### config.mk
export PLATFORM = sky130hd
export DESIGN_NAME = fetch_unit
export DESIGN_NICKNAME = d
export VERILOG_FILES = /design/src/rtl/fetch_unit.sv
export SDC_FILE = /design/constraint.sdc
export NUM_CORES = 1
export LEC_CHECK = 0
export ABC_AREA = 1
export CORE_UTILIZATION = 35
export DETAILED_ROUTE_END_ITERATION = 10
export GPL_TIMING_DRIVEN = 0
export HOLD_SLACK_MARGIN = 0.05
export SKIP_LAST_GASP = 1
export SYNTH_ARGS = -nofsm -noshare
export SYNTH_HDL_FRONTEND = slang
export SYNTH_SLANG_ARGS = --single-unit
### constraint.sdc
create_clock -name clk -period 4.5 [get_ports clk]
set_clock_uncertainty 0.15 [all_clocks]
set_input_delay 0.9 -clock clk [delete_from_list [all_inputs] [get_ports clk]]
set_output_delay 0.9 -clock clk [all_outputs]
set_load 0.005 [all_outputs]
### src/rtl/fetch_unit.sv
// Instruction fetch: owns the PC, keeps one imem read outstanding and buffers {pc, instr} pairs for decode.
// Latency: request in cycle N gives instr_valid in N+1 with zero-wait memory; 1 instr/cycle sustained.
// Backpressure: stall holds the FIFO head; a read is only issued when a FIFO slot is guaranteed for it.

module fetch_fifo #(
    parameter int WIDTH = 64,
    parameter int DEPTH = 2
) (
    input  logic                   clk,
    input  logic                   reset_n,
    input  logic                   flush,
    input  logic                   push_vld,
    input  logic [WIDTH-1:0]       push_dat,
    input  logic                   pop_rdy,
    output logic                   head_vld,
    output logic [WIDTH-1:0]       head_dat,
    output logic [$clog2(DEPTH):0] cnt
);
    localparam int AW = $clog2(DEPTH);
    localparam int CW = AW + 1;

    logic [WIDTH-1:0] mem_q [DEPTH];
    logic [AW-1:0]    wr_ptr_q, wr_ptr_d;
    logic [AW-1:0]    rd_ptr_q, rd_ptr_d;
    logic [CW-1:0]    cnt_q, cnt_d;
    logic             do_push, do_pop;

    always_comb begin
        do_pop   = pop_rdy && (cnt_q != '0) && !flush;
        do_push  = push_vld && !flush && ((cnt_q != CW'(DEPTH)) || do_pop);
        wr_ptr_d = wr_ptr_q;
        rd_ptr_d = rd_ptr_q;
        cnt_d    = cnt_q;
        if (flush) begin
            wr_ptr_d = '0;
            rd_ptr_d = '0;
            cnt_d    = '0;
        end else begin
            if (do_push) wr_ptr_d = wr_ptr_q + AW'(1);
            if (do_pop)  rd_ptr_d = rd_ptr_q + AW'(1);
            cnt_d = cnt_q + CW'(do_push) - CW'(do_pop);
        end
    end

    always_ff @(posedge clk or negedge reset_n) begin
        if (!reset_n) begin
            wr_ptr_q <= '0;
            rd_ptr_q <= '0;
            cnt_q    <= '0;
            for (int i = 0; i < DEPTH; i++) mem_q[i] <= '0;
        end else begin
            wr_ptr_q <= wr_ptr_d;
            rd_ptr_q <= rd_ptr_d;
            cnt_q    <= cnt_d;
            if (do_push) mem_q[wr_ptr_q] <= push_dat;
        end
    end

    assign head_vld = (cnt_q != '0);
    assign head_dat = mem_q[rd_ptr_q];
    assign cnt      = cnt_q;
endmodule

module fetch_unit #(
    parameter logic [31:0] RESET_PC  = 32'h0000_0000,
    parameter int          BUF_DEPTH = 2
) (
    input  logic        clk,
    input  logic        reset_n,
    output logic [31:0] i_address,
    output logic        i_read,
    input  logic        i_ack,
    input  logic [31:0] i_data_in,
    input  logic        load_new_PC,
    input  logic [31:0] new_PC,
    input  logic        stall,
    output logic [31:0] instr_out,
    output logic [31:0] pc_val,
    output logic        instr_valid
);
    localparam int          CW       = $clog2(BUF_DEPTH) + 1;
    localparam logic [CW:0] DEPTH_W  = (CW+1)'(BUF_DEPTH);
    localparam logic [31:0] START_PC = RESET_PC & ~32'h3;

    typedef enum logic [1:0] {
        IDLE    = 2'd0,
        FETCH   = 2'd1,
        DISCARD = 2'd2
    } state_t;

    typedef struct packed {
        logic [31:0] pc;
        logic [31:0] instr;
    } fetch_ent_t;

    state_t      state_q, state_d;
    logic [31:0] addr_q, addr_d;
    logic [31:0] pend_q, pend_d;
    logic        rd_q, rd_d;

    fetch_ent_t  push_ent, head_ent;
    logic        push_vld, pop_rdy, head_vld;
    logic [CW-1:0] fifo_cnt;
    logic [CW:0] occ_after_pop;
    logic        slot_free, slot_after_push;
    logic [31:0] redir_tgt;
    logic        ack_vld;

    always_comb begin
        ack_vld         = i_ack && rd_q;
        pop_rdy         = head_vld && !stall;
        occ_after_pop   = {1'b0, fifo_cnt} - (CW+1)'(pop_rdy);
        slot_free       = occ_after_pop < DEPTH_W;
        slot_after_push = (occ_after_pop + (CW+1)'(1)) < DEPTH_W;
        push_vld        = (state_q == FETCH) && ack_vld && !load_new_PC;
        push_ent        = '{pc: addr_q, instr: i_data_in};
        redir_tgt       = new_PC & ~32'h3;
    end

    fetch_fifo #(
        .WIDTH($bits(fetch_ent_t)),
        .DEPTH(BUF_DEPTH)
    ) u_fifo (
        .clk      (clk),
        .reset_n  (reset_n),
        .flush    (load_new_PC),
        .push_vld (push_vld),
        .push_dat (push_ent),
        .pop_rdy  (pop_rdy),
        .head_vld (head_vld),
        .head_dat (head_ent),
        .cnt      (fifo_cnt)
    );

    always_comb begin
        state_d = state_q;
        addr_d  = addr_q;
        pend_d  = pend_q;
        if (load_new_PC) begin
            // The flush makes a slot available, so a redirect can always fetch at once.
            case (state_q)
                IDLE: begin
                    addr_d  = redir_tgt;
                    state_d = FETCH;
                end
                FETCH: begin
                    if (ack_vld) begin
                        addr_d  = redir_tgt;
                        state_d = FETCH;
                    end else begin
                        pend_d  = redir_tgt;
                        state_d = DISCARD;
                    end
                end
                DISCARD: begin
                    pend_d = redir_tgt;
                    if (ack_vld) begin
                        addr_d  = redir_tgt;
                        state_d = FETCH;
                    end
                end
                default: state_d = IDLE;
            endcase
        end else begin
            case (state_q)
                IDLE: begin
                    if (slot_free) state_d = FETCH;
                end
                FETCH: begin
                    if (ack_vld) begin
                        addr_d  = addr_q + 32'd4;
                        state_d = slot_after_push ? FETCH : IDLE;
                    end
                end
                DISCARD: begin
                    if (ack_vld) begin
                        addr_d  = pend_q;
                        state_d = FETCH;
                    end
                end
                default: state_d = IDLE;
            endcase
        end
        rd_d = (state_d != IDLE);
    end

    always_ff @(posedge clk or negedge reset_n) begin
        if (!reset_n) begin
            state_q <= IDLE;
            addr_q  <= START_PC;
            pend_q  <= '0;
            rd_q    <= 1'b0;
        end else begin
            state_q <= state_d;
            addr_q  <= addr_d;
            pend_q  <= pend_d;
            rd_q    <= rd_d;
        end
    end

    assign i_address   = addr_q;
    assign i_read      = rd_q;
    assign instr_valid = head_vld;
    assign instr_out   = head_vld ? head_ent.instr : '0;
    assign pc_val      = head_vld ? head_ent.pc : '0;
endmodule

==> results of run 1 <==
per-stage QoR:
step | setup WS (ps) | TNS, ps | utilization | total power, mW | hold WS (ps)
after floorplan | 1970 | 0 | - | 4.69 | 303
after global placement | -5790 | -1103060 | 0.432 | 5.96 | 316
after detailed placement | 1120 | 0 | 0.433 | 6.01 | 321
after CTS | 649 | 0 | 0.456 | 7.61 | 285
after global routing | 517 | 0 | 0.456 | 8.19 | 298
final | 732 | 0 | 0.456 | 7.55 | 263
routing by layer:
layer	wire, um	track usage
met3	1260	0.0268
met5	0	0
met1	13100	0.286
met4	320	0.0511
met2	13400	0.338
cell type report:
cell class | instances | area, um^2
tap | 341 | 427
clock buffer | 17 | 425
timing repair buffer | 160 | 1620
sequential | 191 | 4780
fill | 2809 | 14700
inverter | 125 | 470
multi-input combinational | 888 | 4030
buffer | 76 | 380
clock inverter | 14 | 179
worst min path at each step:
stage / slack [ps] / endpoint
floorplan: 300 / u_fifo.mem_q[62]$_DFFE_PN0P_
global placement: 320 / u_fifo.mem_q[48]$_DFFE_PN0P_
detailed placement: 320 / u_fifo.mem_q[65]$_DFFE_PN0P_
CTS: 290 / i_read$_DFF_PN0_
global route: 300 / i_read$_DFF_PN0_
finish: 260 / i_read$_DFF_PN0_
synthesized netlist by cell type (all sizes together):
library cell and number:
o21ai 193, clkinv 2, nand4 3, a21boi 1, buf 35, ha 10, conb 1, o211ai 2
inv 123, nand3 43, or2 1, o31ai 1, and2 1, dfrtp 191, a21oi 113, mux2 1
nand2 460, clkbuf 41, xnor2 2, xor2 5, nor2 48
state kept, by name (all words and copies together) (netlist names):
signal,flops
u_fifo.wr_ptr_q,1
pend_q,30
u_fifo.cnt,2
state_q,2
u_fifo.rd_ptr_q,1
u_fifo.mem_q,124
i_address,30
i_read,1
power breakdown:
group	internal [mW]	switching, mW	total [mW]
registers	2.45	0.534	2.99
clock network	0.884	0.691	1.57
logic	1.26	1.73	2.99
total	4.60	2.96	7.55
cell families after synthesis:
| kind of cell | count (synthesis) |
|---|---|
| and+or+nand+nor | 556 |
| AOI/OAI and AO/OA | 310 |
| buffers and inverters | 201 |
| DFF | 191 |
| adders and majority gates | 10 |
| xor gates and xnor gates | 7 |
| other | 1 |
| muxes | 1 |
worst max-delay path: stages, from the launching register on:
cell,delay [ps]
dfrtp_1,420
nor2_1,700
clkbuf_1,490
a21oi_1,180
clkdlybuf4s50_1,480
cells in the final DEF (no fill, tap or decap), types with 2 or more instances in the layout:
master | synthesis | routed
nand2_1 | 446 | 446
buf_4 | 4 | 4
o211ai_1 | 2 | 2
o21ai_1 | 51 | 51
o21ai_2 | 12 | 12
bufinv_16 | 0 | 3
nor2_2 | 3 | 3
dfrtp_1 | 191 | 191
a21oi_1 | 113 | 113
clkdlybuf4s50_1 | 0 | 158
nor2_1 | 44 | 44
clkbuf_1 | 40 | 40
inv_6 | 0 | 5
ha_1 | 10 | 10
nand3_1 | 43 | 43
nand2_2 | 13 | 13
buf_2 | 21 | 21
nand4_1 | 3 | 3
buf_1 | 3 | 3
clkinv_2 | 1 | 3
buf_6 | 7 | 7
o21ai_0 | 130 | 130
xor2_1 | 5 | 5
clkbuf_16 | 0 | 17
xnor2_1 | 2 | 2
inv_1 | 122 | 122
conb_1 | 1 | 4
clkinvlp_4 | 0 | 2
==> metrics.yaml, run 1 <==
drc: 0
track_usage: 0.205
r2r_end: "i_read$_DFF_PN0_"
finalHoldViolations: 0
rows: 60
status: "finished clean"
start_util: 0.357
cts_buffers: 17
stdcell_count: 1812
ctsResizeCount: 0
drtAntennaViolNets: 0
synth_cell_types: 33
cts_root_buf: "clkbuf_16"
dpl.cell_count: 1781
critPathLaunchType: "register"
synthAdderAreaFrac: 0.0130
dp_hpwl_um: 20400
ys.warnings.count: 0
cp-end-kind: "output pin"
synthTopCellsByArea: "dfrtp_1 (50%), nand2_1 (17%), o21ai_0 (6.7%), a21oi_1 (5.9%), inv_1 (4.7%)"
r2r_cells: 14
ir_drop_mv: 0.281
power.leakage_nw: 5.69
final_area_um2: 12300
wl_um: 28100
grt_pass1_vias: 8545
pin_count: 167
relSlewSlack: 0.393
critPathRequiredTime_ps: 3450
synth_top_area_frac: 0.495
clk_latency_ps: 430
grt_max_degree: 121
yosys.area_share.simple: 0.229
setup_viol: 0
h-tree-depth: 4
clock.fmax_ghz: 0.265
die_y_um: 168
wire_per_inst_um: 15.5
startpoint: "u_fifo.cnt[1]$_DFF_PN0_"
cp_max_fo: 10
vias_per_cell: 4.83
die-area_um2: 28200
slew_viol_final: 0
syn_area_per_cell_um2: 7.55
synthCells: 1277
rrSetupSlack_ps: 1590
drive_gt1_frac: 0.0673
crit_end: "pc_val[15]"
power.density_nw_per_um2: 613
tightestPinTransition_ps: 908
clockBufferDepth: 2
insertedDiodeCount: 0
areaGrowthSynthToFinish_pct: 27.6
min_period_ps: 3770
port_buffers: 159
synth_top_family_by_area: "simple AND/OR/NAND/NOR gates"
clock-sinks: 191
ctsHoldBuffers: 0
die-width_um: 168
drt_iter0_drc: 752
antenna_found_initial: 0
synthXorXnorAreaFrac: 0.00636
rsz0062_at_grt: "false"
yosysSeqAreaShare: 0.495
vias: 8745
syn-cell-area_um2: 9650
gp_congestion: 0.870
hold_path.class: "primary input to async pin"
core_area_um2: 27000
max_cap_violations: 0
cts.reportedPaths.clkPinSlew_ps: 70
rr_startpoint: "u_fifo.cnt[1]$_DFF_PN0_"
cts_tree: "built"
placed_area_um2: 11700
drt_pass1_iterations: 5
fin_crit_sh: 0.837
synth_compound_area_frac: 0.167
grt_overflow: 0
fin_nets: 1538
grt_pass1_wl_um: 45200
synth_mux_area_frac: 0.00117
cts_setup_buffers: 0
ys_ff_latch: 191
crit_type: "register to output pin"
critical_path_arrival_ps: 2720
synth_top_cell_by_area: "dfrtp_1"
(Power assumes the default switching activity.)
==> run 2: changes to the inputs <==
==> constraint.sdc (replaced) <==
create_clock -name clk -period 3 [get_ports clk]
set_clock_uncertainty 0.15 [all_clocks]
set_input_delay 0.6 -clock clk [delete_from_list [all_inputs] [get_ports clk]]
set_output_delay 0.6 -clock clk [all_outputs]
set_load 0.005 [all_outputs]
==> run 2 against run 1 <==
Flip-flop and latch count unchanged. First-iteration DRC count decreased by 0.93%. Design area increased by 0.61%. Combinational power increased by 52%. Final cell count unchanged. Critical path type unchanged.
==> metrics.yaml, run 2 (synthesis gave the netlist of run 1 again) <==
final_common_cell: "nand2_1"
drt_pass1_iterations: 5
power.density_nw_per_um2: 919
core_area_um2: 27000
internal-power_mw: 6.93
nFillCells: 2813
cts_tree: "built"
drtAntennaViolNets: 0
power_frac_seq: 0.395
largest_reg_flops: 124
multi_input_area_um2: 4060
clockBufferDepth: 2
crit_type: "register to output pin"
mostFrequentLayoutCells: "nand2_1 (446), dfrtp_1 (190), clkdlybuf4s50_1 (157)"
clk_latency_ps: 430
min_period_ps: 2910
cp_cell_sequence: "inv_4, clkbuf_4, nand2_1, a21oi_1, clkdlybuf4s50_1"
grt_pass1_vias: 8556
insertedDiodeCount: 0
pin_count: 167
grt_overflow: 0
gp_congestion: 0.870
drt_iter0_drc: 745
cts_buffers: 17
power.leakage_nw: 5.77
rows: 60
ir_drop_mv: 0.419
critical_path_arrival_ps: 2160
power.total_mw: 11.4
cts.reportedPaths.clkPinSlew_ps: 70
status: "finished clean"
drc: 0
cts_setup_buffers: 0
relSlewSlack: 0.576
grt_max_degree: 121
cp-end-kind: "output pin"
p_sw_mw: 4.46
regMostFlops: "u_fifo.mem_q"
areaGrowthSynthToFinish_pct: 28.4
wl_um: 28100
cp_max_fo: 10
max_cap_violations: 0
switching_share: 0.392
rsz0062_at_grt: "true"
cts_root_buf: "clkbuf_16"
p_clk_frac: 0.207
finalHoldViolations: 0
dp_hpwl_um: 20400
cpMaxStageDelayCell: "clkdlybuf4s50_1"
hold_path.class: "register to register"
fin_nets: 1538
clock-sinks: 191
grt_pass1_wl_um: 45200
die-area_um2: 28200
setup_viol: 0
critPathRequiredTime_ps: 2250
track_usage: 0.206
slew_viol_final: 0
max_stage_delay_ps: 550
drive_gt1_frac: 0.0850
vias: 8749
combPwrFrac: 0.398
antenna_found_initial: 0
clock.fmax_ghz: 0.344
tightestPinTransition_ps: 635
die-width_um: 168
start_util: 0.357
vias_per_cell: 4.83
seq_area_um2: 4780
die_y_um: 168
port_buffers: 159
critPathLaunchType: "register"
fin_crit_sh: 0.969
h-tree-depth: 4
wire_per_inst_um: 15.5
fin_util: 0.458
run 2: changes by cell type in the layout (fill, tap and decap cells not counted), moves of 3 or more:
cell      before  now
clkbuf_1      40   22
a21oi_2        0    6
buf_2         21   24
clkbuf_2       1   12
a21oi_1      113  107
clkbuf_4       0    4
run 2: what timing repair did:
| action | CTS | global route |
|---|---|---|
| endpoints found under the hold margin | 71 | 0 |
| gates resized for setup | 27 | 9 |
| hold buffers | 1 | 0 |
| endpoints found under the setup margin | 63 | 15 |
run 2: path summary, 6_finish.rpt:
path / from / to / slack [ps] / cells after the start
hold reg to reg: u_fifo.mem_q[27]$_DFFE_PN0P_ / u_fifo.mem_q[27]$_DFFE_PN0P_ / 340 / 2
hold / removal: u_fifo.mem_q[27]$_DFFE_PN0P_ / u_fifo.mem_q[27]$_DFFE_PN0P_ / 340 / 2
max in group asynchronous: reset_n / u_fifo.mem_q[5]$_DFFE_PN0P_ / 1140 / 3
setup / recovery: u_fifo.rd_ptr_q$_DFFE_PN0P_ / pc_val[11] / 90 / 5
setup reg to reg: u_fifo.cnt[1]$_DFF_PN0_ / i_read$_DFF_PN0_ / 530 / 13
min in group asynchronous: reset_n / i_read$_DFF_PN0_ / 550 / 2
run 2: layer usage:
metal	global-route usage	part of all wire	wire [um]
met3	0.0268	0.037	1050
met4	0.0511	0.011	315
met5	0	0	0
met2	0.339	0.48	13400
met1	0.285	0.47	13300
run 2: layout make-up:
type	count	share of cell area
sequential	191	0.386
multi-input combinational	888	0.328
timing repair buffer	161	0.132
inverter	125	0.0382
tap	341	0.0344
clock buffer	17	0.0343
buffer	75	0.0330
clock inverter	14	0.0144
run 2: per-stage QoR:
step	hold WS, ps	setup TNS (ps)	instances	setup slack, ps	instance area, um^2
3_5_place_dp	321	-517	1781	-82.2	11700
4_1_cts	338	0	1812	2.60	12400
2_1_floorplan	154	0	1280	766	9660
3_3_place_gp	316	-1332390	1780	-6990	11700
5_1_grt	354	-26.4	1812	-9.97	12400
6_report	336	0	1812	93.5	12400
run 2: worst max-delay path: cells and delay by family, from the launching register on:
| family | cells | cell delay [ps] |
|---|---|---|
| flip-flops | 1 | 510 |
| AO/OA/AOI/OAI | 1 | 220 |
| buffers and inverters | 3 | 940 |
| AND/OR/NAND/NOR | 1 | 70 |
run 2: power groups by stage:
stage	registers [mW]	clock network [mW]	logic (mW)
2_1_floorplan	4.31	0	2.72
3_3_place_gp	4.49	0	4.45
3_5_place_dp	4.50	0	4.52
4_1_cts	4.48	2.42	4.56
5_1_grt	4.64	2.53	5.17
6_report	4.50	2.36	4.53
